`src/rtl/traffic_pkg.sv`:
```
// Shared lamp encodings, mirror states and error codes for the traffic-light
// controller and its monitor.
package traffic_pkg;

  localparam logic [2:0] LAMP_RED    = 3'b100;
  localparam logic [2:0] LAMP_YELLOW = 3'b010;
  localparam logic [2:0] LAMP_GREEN  = 3'b001;

  typedef enum logic [1:0] {
    UNKNOWN = 2'd0,
    RED     = 2'd1,
    GREEN   = 2'd2,
    YELLOW  = 2'd3
  } lamp_state_e;

  typedef enum logic [2:0] {
    ERR_NONE       = 3'd0,
    ERR_CONFLICT   = 3'd1,
    ERR_INVALID    = 3'd2,
    ERR_TRANSITION = 3'd3,
    ERR_YEL_SHORT  = 3'd4,
    ERR_YEL_LONG   = 3'd5
  } err_code_e;

  // Holding the same phase is always legal; otherwise only the G->Y->R->G ring.
  function automatic logic is_legal(input lamp_state_e from_st, input lamp_state_e to_st);
    return (from_st == to_st) ||
           (from_st == GREEN  && to_st == YELLOW) ||
           (from_st == YELLOW && to_st == RED)    ||
           (from_st == RED    && to_st == GREEN);
  endfunction

endpackage

```
`src/rtl/traffic_monitor_mirror.sv`:
```
// street_mirror: follows one street's lamp phase and times its yellow dwell in ticks.
// Flags are combinational on the current lamp input so the top can latch them in one cycle.
module street_mirror
  import traffic_pkg::*;
#(
  parameter int YELLOW_MIN_S = 2,
  parameter int YELLOW_MAX_S = 4
) (
  input  logic        clk_i,
  input  logic        rst_i,
  input  logic [2:0]  lamp_i,
  input  logic        tick_i,
  output lamp_state_e state_o,
  output logic        illegal_o,
  output logic        invalid_o,
  output logic        yel_short_o,
  output logic        yel_long_o
);

  localparam int DW = $clog2(YELLOW_MAX_S + 2);
  localparam logic [DW-1:0] DWELL_SAT = DW'(YELLOW_MAX_S + 1);
  localparam logic [DW-1:0] DWELL_MIN = DW'(YELLOW_MIN_S);

  lamp_state_e     state_q, state_d;
  logic [DW-1:0]   dwell_q;
  logic            lamp_valid;

  // An invalid code leaves state_d at the held state.
  always_comb begin
    lamp_valid = 1'b1;
    state_d    = state_q;
    case (lamp_i)
      LAMP_RED:    state_d = RED;
      LAMP_YELLOW: state_d = YELLOW;
      LAMP_GREEN:  state_d = GREEN;
      default:     lamp_valid = 1'b0;
    endcase
  end

  assign state_o     = state_q;
  assign invalid_o   = !lamp_valid;
  assign illegal_o   = lamp_valid && (state_q != UNKNOWN) && !is_legal(state_q, state_d);
  assign yel_short_o = lamp_valid && (state_q == YELLOW) && (state_d == RED) && (dwell_q < DWELL_MIN);
  assign yel_long_o  = (state_q == YELLOW) && (dwell_q == DWELL_SAT);

  always_ff @(posedge clk_i) begin
    if (rst_i) begin
      state_q <= UNKNOWN;
      dwell_q <= '0;
    end else begin
      state_q <= state_d;
      if (state_d == YELLOW && state_q != YELLOW) begin
        dwell_q <= '0;
      end else if (state_q == YELLOW && tick_i && dwell_q != DWELL_SAT) begin
        dwell_q <= dwell_q + 1'b1;
      end
    end
  end

endmodule

```
`src/rtl/traffic_monitor.sv`:
```
// traffic_monitor: passive safety/sequencing checker on both street lamp buses.
// Optional TRAFFIC_MON_STATS_EN adds cycles_o, a count of street-1 RED->GREEN steps.
module traffic_monitor
  import traffic_pkg::*;
#(
  parameter int CLK_FREQ     = 25_000_000,
  parameter int YELLOW_MIN_S = 2,
  parameter int YELLOW_MAX_S = 4
) (
  input  logic        clk_i,
  input  logic        rst_i,
  input  logic [2:0]  street1_i,
  input  logic [2:0]  street2_i,
  input  logic        clr_i,
  output logic        err_o,
  output logic [2:0]  err_code_o,
  output logic        tick_o
`ifdef TRAFFIC_MON_STATS_EN
  ,
  output logic [15:0] cycles_o
`endif
);

  localparam int CW = (CLK_FREQ > 1) ? $clog2(CLK_FREQ) : 1;
  localparam logic [CW-1:0] CNT_LAST = CW'(CLK_FREQ - 1);

  logic [CW-1:0] cnt_q;
  logic          tick_q;
  logic          err_q;
  err_code_e     err_code_q, err_now;

  lamp_state_e   st1, st2;
  logic          ill1, ill2, inv1, inv2, ys1, ys2, yl1, yl2;
  logic          conflict;

  always_ff @(posedge clk_i) begin
    if (rst_i) begin
      cnt_q  <= '0;
      tick_q <= 1'b0;
    end else if (cnt_q == CNT_LAST) begin
      cnt_q  <= '0;
      tick_q <= 1'b1;
    end else begin
      cnt_q  <= cnt_q + 1'b1;
      tick_q <= 1'b0;
    end
  end

  assign tick_o = tick_q;

  street_mirror #(.YELLOW_MIN_S(YELLOW_MIN_S), .YELLOW_MAX_S(YELLOW_MAX_S)) u_mirror1 (
    .clk_i(clk_i), .rst_i(rst_i), .lamp_i(street1_i), .tick_i(tick_q),
    .state_o(st1), .illegal_o(ill1), .invalid_o(inv1), .yel_short_o(ys1), .yel_long_o(yl1)
  );

  street_mirror #(.YELLOW_MIN_S(YELLOW_MIN_S), .YELLOW_MAX_S(YELLOW_MAX_S)) u_mirror2 (
    .clk_i(clk_i), .rst_i(rst_i), .lamp_i(street2_i), .tick_i(tick_q),
    .state_o(st2), .illegal_o(ill2), .invalid_o(inv2), .yel_short_o(ys2), .yel_long_o(yl2)
  );

  assign conflict = !inv1 && !inv2 && (street1_i != LAMP_RED) && (street2_i != LAMP_RED);

  // Lowest code wins when several checks fire, on either street.
  always_comb begin
    err_now = ERR_NONE;
    if (conflict)          err_now = ERR_CONFLICT;
    else if (inv1 || inv2) err_now = ERR_INVALID;
    else if (ill1 || ill2) err_now = ERR_TRANSITION;
    else if (ys1 || ys2)   err_now = ERR_YEL_SHORT;
    else if (yl1 || yl2)   err_now = ERR_YEL_LONG;
  end

  // A violation in the clear cycle re-latches instead of clearing.
  always_ff @(posedge clk_i) begin
    if (rst_i) begin
      err_q      <= 1'b0;
      err_code_q <= ERR_NONE;
    end else if (err_now != ERR_NONE && (!err_q || clr_i)) begin
      err_q      <= 1'b1;
      err_code_q <= err_now;
    end else if (clr_i) begin
      err_q      <= 1'b0;
      err_code_q <= ERR_NONE;
    end
  end

  assign err_o      = err_q;
  assign err_code_o = err_code_q;

`ifdef TRAFFIC_MON_STATS_EN
  logic [15:0] cycles_q;
  logic [1:0]  unused_state;

  always_ff @(posedge clk_i) begin
    if (rst_i) begin
      cycles_q <= '0;
    end else if (st1 == RED && street1_i == LAMP_GREEN) begin
      cycles_q <= cycles_q + 16'd1;
    end
  end

  assign cycles_o     = cycles_q;
  assign unused_state = st2;
`else
  logic [3:0] unused_state;
  assign unused_state = {st1, st2};
`endif

endmodule
```
`config.mk`:
```
export PLATFORM = sky130hd
export DESIGN_NAME = traffic_monitor
export DESIGN_NICKNAME = d
export VERILOG_FILES = /design/src/rtl/traffic_pkg.sv /design/src/rtl/traffic_monitor_mirror.sv /design/src/rtl/traffic_monitor.sv
export SDC_FILE = /design/constraint.sdc
export NUM_CORES = 1
export LEC_CHECK = 0
export CORE_MARGIN = 2
export CORE_UTILIZATION = 58
export DETAILED_ROUTE_END_ITERATION = 8
export PLACE_DENSITY = 0.78
export SETUP_SLACK_MARGIN = 0.15
export SLEW_MARGIN = 40
export SYNTH_ARGS = -nofsm -noshare
export SYNTH_HDL_FRONTEND = slang
export SYNTH_HIERARCHICAL = 1
export SYNTH_SLANG_ARGS = --single-unit
```
`constraint.sdc`:
```
create_clock -name clk_i -period 2.35 [get_ports clk_i]
set_input_delay 0.5875 -clock clk_i [delete_from_list [all_inputs] [get_ports clk_i]]
set_output_delay 0.5875 -clock clk_i [all_outputs]
set_load 0.02 [all_outputs]
```
After elaboration in Yosys (flattened, before gate mapping)
Index checks and enable logic that the tools add are counted. W data, S select, Z words.

Register bits after elaboration: 40. Input port bits: 9. Output and inout bits: 5.

Add/subtract/negate cells: 3. Magnitude comparators: 2. Equality and inequality tests: 29. Mux-type cells: 14. Reductions and logical operators: 53.

Operators with widths (count): $logic_and A1 B1 Y1 (28); $add A25 B1 Y25 const B (1); $eq A25 B25 Y1 const B (1); $mux W3 (7); $eq A2 B2 Y1 const B (8); $eq A3 B3 Y1 const B (4); $ne A3 B3 Y1 const B (4); $pmux W2 S3 (2); $logic_or A1 B1 Y1 (11); $eq A2 B1 Y1 const B (4); $add A3 B1 Y3 const B (2); $eq A3 B1 Y1 const B (2); $eq A3 B2 Y1 const B (2); $lt A3 B2 Y1 const B (2); $reduce_bool A2 Y1 (3); $reduce_or A2 Y1 (3); $reduce_or A3 Y1 (2); $logic_not A1 Y1 (5); $mux W1 (5); $eq A2 B2 Y1 (2); $ne A2 B2 Y1 const B (2); $reduce_bool A3 Y1 (1).

Logic depth before layout (Yosys ltp)
Depth after elaboration: 16. Depth in mapped cells: 8.

Cells and area by module
Netlist, hierarchy kept.

By module, submodules not included: traffic_monitor (instances 1, cells an instance 163, area an instance 1421.4 µm²); street_mirror (instances 2, cells an instance 43, area an instance 346.6 µm²).

Worst setup path after synthesis
Ideal clock, no wire load.

Kind: input to register. From: in street2_i[0]. To: reg err_code_q[0], in the netlist err_code_o[0]. Library setup time: 0.117 ns. Arrival: 1.897 ns. Required time: 2.233 ns. Path slack: 0.336 ns. Stages: 8. Path through: buf_2 -> nor2b_1 -> a21oi_1 -> o32ai_1 -> nor2_1 -> a21boi_0 -> o31ai_1 -> a32o_1.

Word-level cells in the longest chain between the ends: 16. Elaborated cells between the ends (all ways): 38. Those cells by class: eq/ne (8); mux (7); reduce/logical (23).

RTL lines: start, declared (RTL line traffic_monitor.sv:13) `input logic [2:0] street2_i,`; $eq A3 B1 Y1 (tied with other cells) (RTL line traffic_monitor_mirror.sv:32) `case (lamp_i)`; $pmux W2 S3 (RTL line traffic_monitor_mirror.sv:32); $eq A2 B2 Y1 (RTL line traffic_pkg.sv:28) `(from_st == GREEN && to_st == YELLOW) ||`; $logic_and A1 B1 Y1 (RTL line traffic_pkg.sv:28); $logic_or A1 B1 Y1 (RTL line traffic_pkg.sv:27) `return (from_st == to_st) ||`; $logic_or A1 B1 Y1 (RTL line traffic_pkg.sv:28); $logic_or A1 B1 Y1 (RTL line traffic_pkg.sv:29) `(from_st == YELLOW && to_st == RED) ||`; $logic_not A1 Y1 (RTL line traffic_monitor_mirror.sv:42) `assign illegal_o = lamp_valid && (state_q != UNKNOWN) && !is_legal(state_q, state_d);`; $logic_and A1 B1 Y1 (*) (RTL line traffic_monitor_mirror.sv:42); named net ill2 (RTL line traffic_monitor.sv:33) `logic ill1, ill2, inv1, inv2, ys1, ys2, yl1, yl2;`; $logic_or A1 B1 Y1 (*) (RTL line traffic_monitor.sv:68) `else if (ill1 || ill2) err_now = ERR_TRANSITION;`; $mux W3 (*) (RTL line traffic_monitor.sv:68); $mux W3 (*) (RTL line traffic_monitor.sv:67) `else if (inv1 || inv2) err_now = ERR_INVALID;`; $mux W3 (*) (RTL line traffic_monitor.sv:66) `if (conflict) err_now = ERR_CONFLICT;`; $reduce_bool A3 Y1 (RTL line traffic_monitor.sv:78) `end else if (err_now != ERR_NONE && (!err_q || clr_i)) begin`; $logic_and A1 B1 Y1 (RTL line traffic_monitor.sv:78); $mux W3 / $reduce_bool A2 Y1 (equally long branches); end signal, assigned (RTL line traffic_monitor.sv:80) `err_code_q <= err_now;`; end, declared (RTL line traffic_monitor.sv:30) `err_code_e err_code_q, err_now;`.

The timed path passes the listed nets; every way through them passes the cells marked *. A chain may end at the register's enable or synchronous reset.

Final worst setup path
From: in street2_i[0]. To: reg err_code_q[2], in the netlist err_code_o[2].

The elaborated chain is that of the path after synthesis.

==> out/qor_table.md <==
| Stage | Quantity | Reported |
|:---|:---|:---|
| floorplanning | Count of standard-cell rows | 21 |
| sta | Final Max Slew Viols | 0 |
| sta | Clk_skew | 5.38 ps |
| global routing | Overall Global Routing Usage | 21.4% |
| sta | Sum of negative setup slack | 0 ps |
| synth | Unique cell type count in the Yosys netlist | 46 |
| cells and area | Post-route cell area | 2460 µm² |
| synth | Number of register bits inferred by synthesis | 40 |
| floorplanning | Overall die width | 64.4 µm |
| min path | Hold/Removal Path Class | flip-flop to flip-flop |
| sta | Slew HR | 70.2% |
| global routing | Via count of the first global-routing pass | 1657 |
| cts | Number of buffers inserted during clock tree synthesis | 5 |
| pwr | Power share of the sequential group | 54.6% |
| synth | Most instantiated flip-flop cell in the synthesis netlist | sky130_fd_sc_hd__dfxtp_1 |
| sta | Total setup violations reported at the end of the flow | 0 |
| synth | Most numerous cell in the Yosys netlist | sky130_fd_sc_hd__dfxtp_1 |
| cts | Clock latency of the later-clocked register in the worst-skew pair | 350 ps |
| synth | Seq/Total Area, Yosys | 37.9% |
| sta | Transition at the pin with the smallest max-transition slack | 441 ps |
| floorplanning | Vertical extent of the die | 64.4 µm |
| floorplanning | Core box area | 3420 µm² |
| pwr | Power density relative to cell area | 527 nW/µm² |
| critical path | Worst Setup End Kind | flip-flop |
| status | Status | complete, no violations |
| floorplanning | DIE AREA | 4140 µm² |
| drt | Via-per-instance ratio | 5.79 |
| job | Number of maximum-capacitance constraint violations | 0 |
| critical path | Peak fanout along the critical path | 6 |
| drt | Routed WL | 4.21 mm |
| cts | Maximum buffer depth of the clock tree | 2 |
| synth | Leading cell types by count after synthesis | 40 x sky130_fd_sc_hd__dfxtp_1, 30 x sky130_fd_sc_hd__nor2_1, 21 x sky130_fd_sc_hd__a21oi_1 |
| sta | Final count of hold timing violations | 0 |
| place | Number of placed cells counting well taps | 314 |
| drt | Pre-Repair DR Iteration Count | 4 |
| synth | Synthesized area divided by synthesized cell count | 8.49 µm² |
| synth | FFs w/ async S/R, synth | 0% |
| cells and area | Total number of nets in the final design | 289 |
| cells and area | # fillers | 261 |
| drt | Drt drc | 0 |
| pwr | P_sw | 0.000314 W |
| floorplanning | Starting Density | 61.9% |
| pwr | Combinational cell fraction of total power | 9.7% |
| sta | Setup repair after global routing missed its margin | no |
| critical path | Reg-to-reg slack, setup | 270 ps |
| cts | Total clock sinks | 40 |
| place | Post-detail-place hpwl | 2.97 mm |
| place | Post-place instance area | 2370 µm² |
| critical path | Type of origin of the critical path | input port |
| pwr | Clock power share | 35.6% |
| synth | Post-synth EDFFs | 0 |
| synth | Number of instances in the synthesized netlist | 249 |
| drt | Total via count in the routed design | 1864 |
| pwr | Total power after layout | 0.00130 W |
| critical path | Crit Path Class | input port to flip-flop |
| cts | TritonCTS clock tree | done |
| global routing | Overflow left after global routing | 0 |
| drt | Remaining number of nets flagged by the antenna check after routing | 0 |
| cells and area | Final std cells w/o fill | 322 |
| critical path | WP data required | 2600 ps |
| synth | Net count after synthesis | 263 |
| place | Count of buffers inserted at the top-level ports | 13 |
| sta | Final cycle utilization of the critical path | 89.3% |
| synth | Largest cells by area after synthesis | sky130_fd_sc_hd__dfxtp_1 38%, sky130_fd_sc_hd__nor2_1 5.3%, sky130_fd_sc_hd__a21oi_1 5.0% |
| synth | Cell type with the largest total area after synthesis | sky130_fd_sc_hd__dfxtp_1 |
| sta | Post-layout minimum cycle time | 2100 ps |
| critical path | Critical path data arrival time | 2350 ps |
| global routing | Largest net degree at the start of global routing | 26 |
| floorplanning | Number of I/O pins | 14 |
| drt | Wire length per cell | 13.1 µm |
| pwr | Static Leakage | 0.809 nW |
| drt | Initial DRC count | 89 |
| synth | Area share of the largest cell type after synthesis | 37.9% |
| cells and area | Number of diodes | 0 |
| place | GPL Wtd Cong | 0.794 |
| global routing | Antenna violations before repair | 0 |
| pwr | Proportion of total power due to net switching | 24.2% |
| cells and area | Fraction of layout instances using a drive strength above 1 | 14.1% |
| cts | CTS Root Cell | sky130_fd_sc_hd__clkbuf_4 |
| synth | Synth Cell Area | 2110 µm² |
| cells and area | Area grow syn2layout | 16.4% |
| cts | Clock Pin Slew Worst Setup and Hold Paths | 120 ps |
| sta | Highest clock frequency the design can meet | 476 MHz |
| synth | YS warnings | 6 |
| cts | Clock H-tree levels | 2 |
| pwr | Cell internal power dissipation | 0.000983 W |
| pwr | Largest voltage drop on the vdd net | 0.000572 V |
| global routing | Global-route wire length before repair | 7.07 mm |
[stage by stage]
step | setup WS (ps) | utilization (%) | hold slack [ps]
2_1_floorplan | 336 | - | 429
3_3_place_gp | -49.1 | 69.4 | 446
3_5_place_dp | -160 | 69.4 | 459
4_1_cts | 201 | 71.9 | 480
5_1_grt | 138 | 72.1 | 505
6_report | 251 | 72.1 | 481
[cells in the final DEF (no fill, tap or decap), types with 6 or more instances in the layout]
| master | count |
|---|---|
| sky130_fd_sc_hd__nor2_1 | 30 |
| sky130_fd_sc_hd__or3_1 | 9 |
| sky130_fd_sc_hd__xnor2_1 | 12 |
| sky130_fd_sc_hd__dfxtp_1 | 40 |
| sky130_fd_sc_hd__inv_1 | 14 |
| sky130_fd_sc_hd__or4_1 | 6 |
| sky130_fd_sc_hd__nand3_1 | 9 |
| sky130_fd_sc_hd__o31ai_1 | 7 |
| sky130_fd_sc_hd__nand2_1 | 11 |
| sky130_fd_sc_hd__a21oi_1 | 21 |
| sky130_fd_sc_hd__clkdlybuf4s50_1 | 13 |
| sky130_fd_sc_hd__nor3_1 | 8 |
| sky130_fd_sc_hd__o21ai_0 | 11 |
| sky130_fd_sc_hd__buf_4 | 15 |
[layer usage]
| layer | global-route usage (%) | share of wire [%] | wire length, µm | up-vias |
|---|---|---|---|---|
| li1 | - | - | - | 974 |
| met1 | 26.5 | 47 | 1990 | 851 |
| met2 | 35.5 | 47 | 1980 | 32 |
| met3 | 4.75 | 4.0 | 170 | 7 |
| met4 | 9.57 | 1.5 | 62 | 0 |
| met5 | 0 | 0 | 0 | - |
[logic make-up after synthesis]
group                      count (synthesis)  synth area share (%)
AOI/OAI and AO/OA                         58                  17.9
xor gates and xnor gates                  14                  5.80
adders and majority gates                  5                  2.96
buffers and inverters                     24                  5.56
DFF                                       40                  37.9
and+or+nand+nor                          108                  29.9
[registers in the layout, summed over array words and instances, names as in the netlist]
signal / count
cnt_q: 25
err_code_o: 3
err_o: 1
tick_o: 1
u_mirror1/dwell_q: 3
u_mirror1/state_o: 2
u_mirror2/dwell_q: 3
u_mirror2/state_o: 2
[worst paths after layout]
check | startpoint | end | depth (start not counted)
worst min-delay path | cnt_q[0] | cnt_q[0] | 1
worst max register to register | cnt_q[15] | cnt_q[22] | 5
worst max-delay path | street2_i[0] | err_code_o[2] | 9
worst min register to register | cnt_q[0] | cnt_q[0] | 1
[worst max-delay path, stage by stage]
cell                              delay, ps
sky130_fd_sc_hd__clkdlybuf4s50_1        490
sky130_fd_sc_hd__nor2b_1                170
sky130_fd_sc_hd__a21oi_1                140
sky130_fd_sc_hd__o32ai_1                 90
sky130_fd_sc_hd__nor2_1                 130
sky130_fd_sc_hd__a21boi_1               240
sky130_fd_sc_hd__buf_4                  170
sky130_fd_sc_hd__a21oi_1                 60
sky130_fd_sc_hd__o41ai_1                260
[power by group through the flow]
stage / registers [W] / clock network [W] / logic (W)
6_report: 0.000708 / 0.000462 / 0.000126
5_1_grt: 0.000711 / 0.000497 / 0.000140
4_1_cts: 0.000708 / 0.000477 / 0.000125
3_5_place_dp: 0.000723 / 0 / 0.000124
3_3_place_gp: 0.000723 / 0 / 0.000123
2_1_floorplan: 0.000723 / 0 / 0.0000679
[timing repair]
action | CTS | global route
resized for setup | 0 | 2
buffers inserted | 0 | 0
hold buffers | 0 | 0
hold endpoints to repair | 0 | 0
endpoints found under the setup margin | 0 | 3
[area by class of cell]
type,instances,area [µm²],area share [%]
Multi-Input combinational cell,185,1200,48.9
Sequential cell,40,801,32.5
Timing Repair Buffer,29,263,10.7
Tap cell,46,57.6,2.34
Inverter,14,52.6,2.14
Clock inverter,3,47.5,1.93
Clock buffer,5,37.5,1.53
Power figures use the tool's default switching activity.
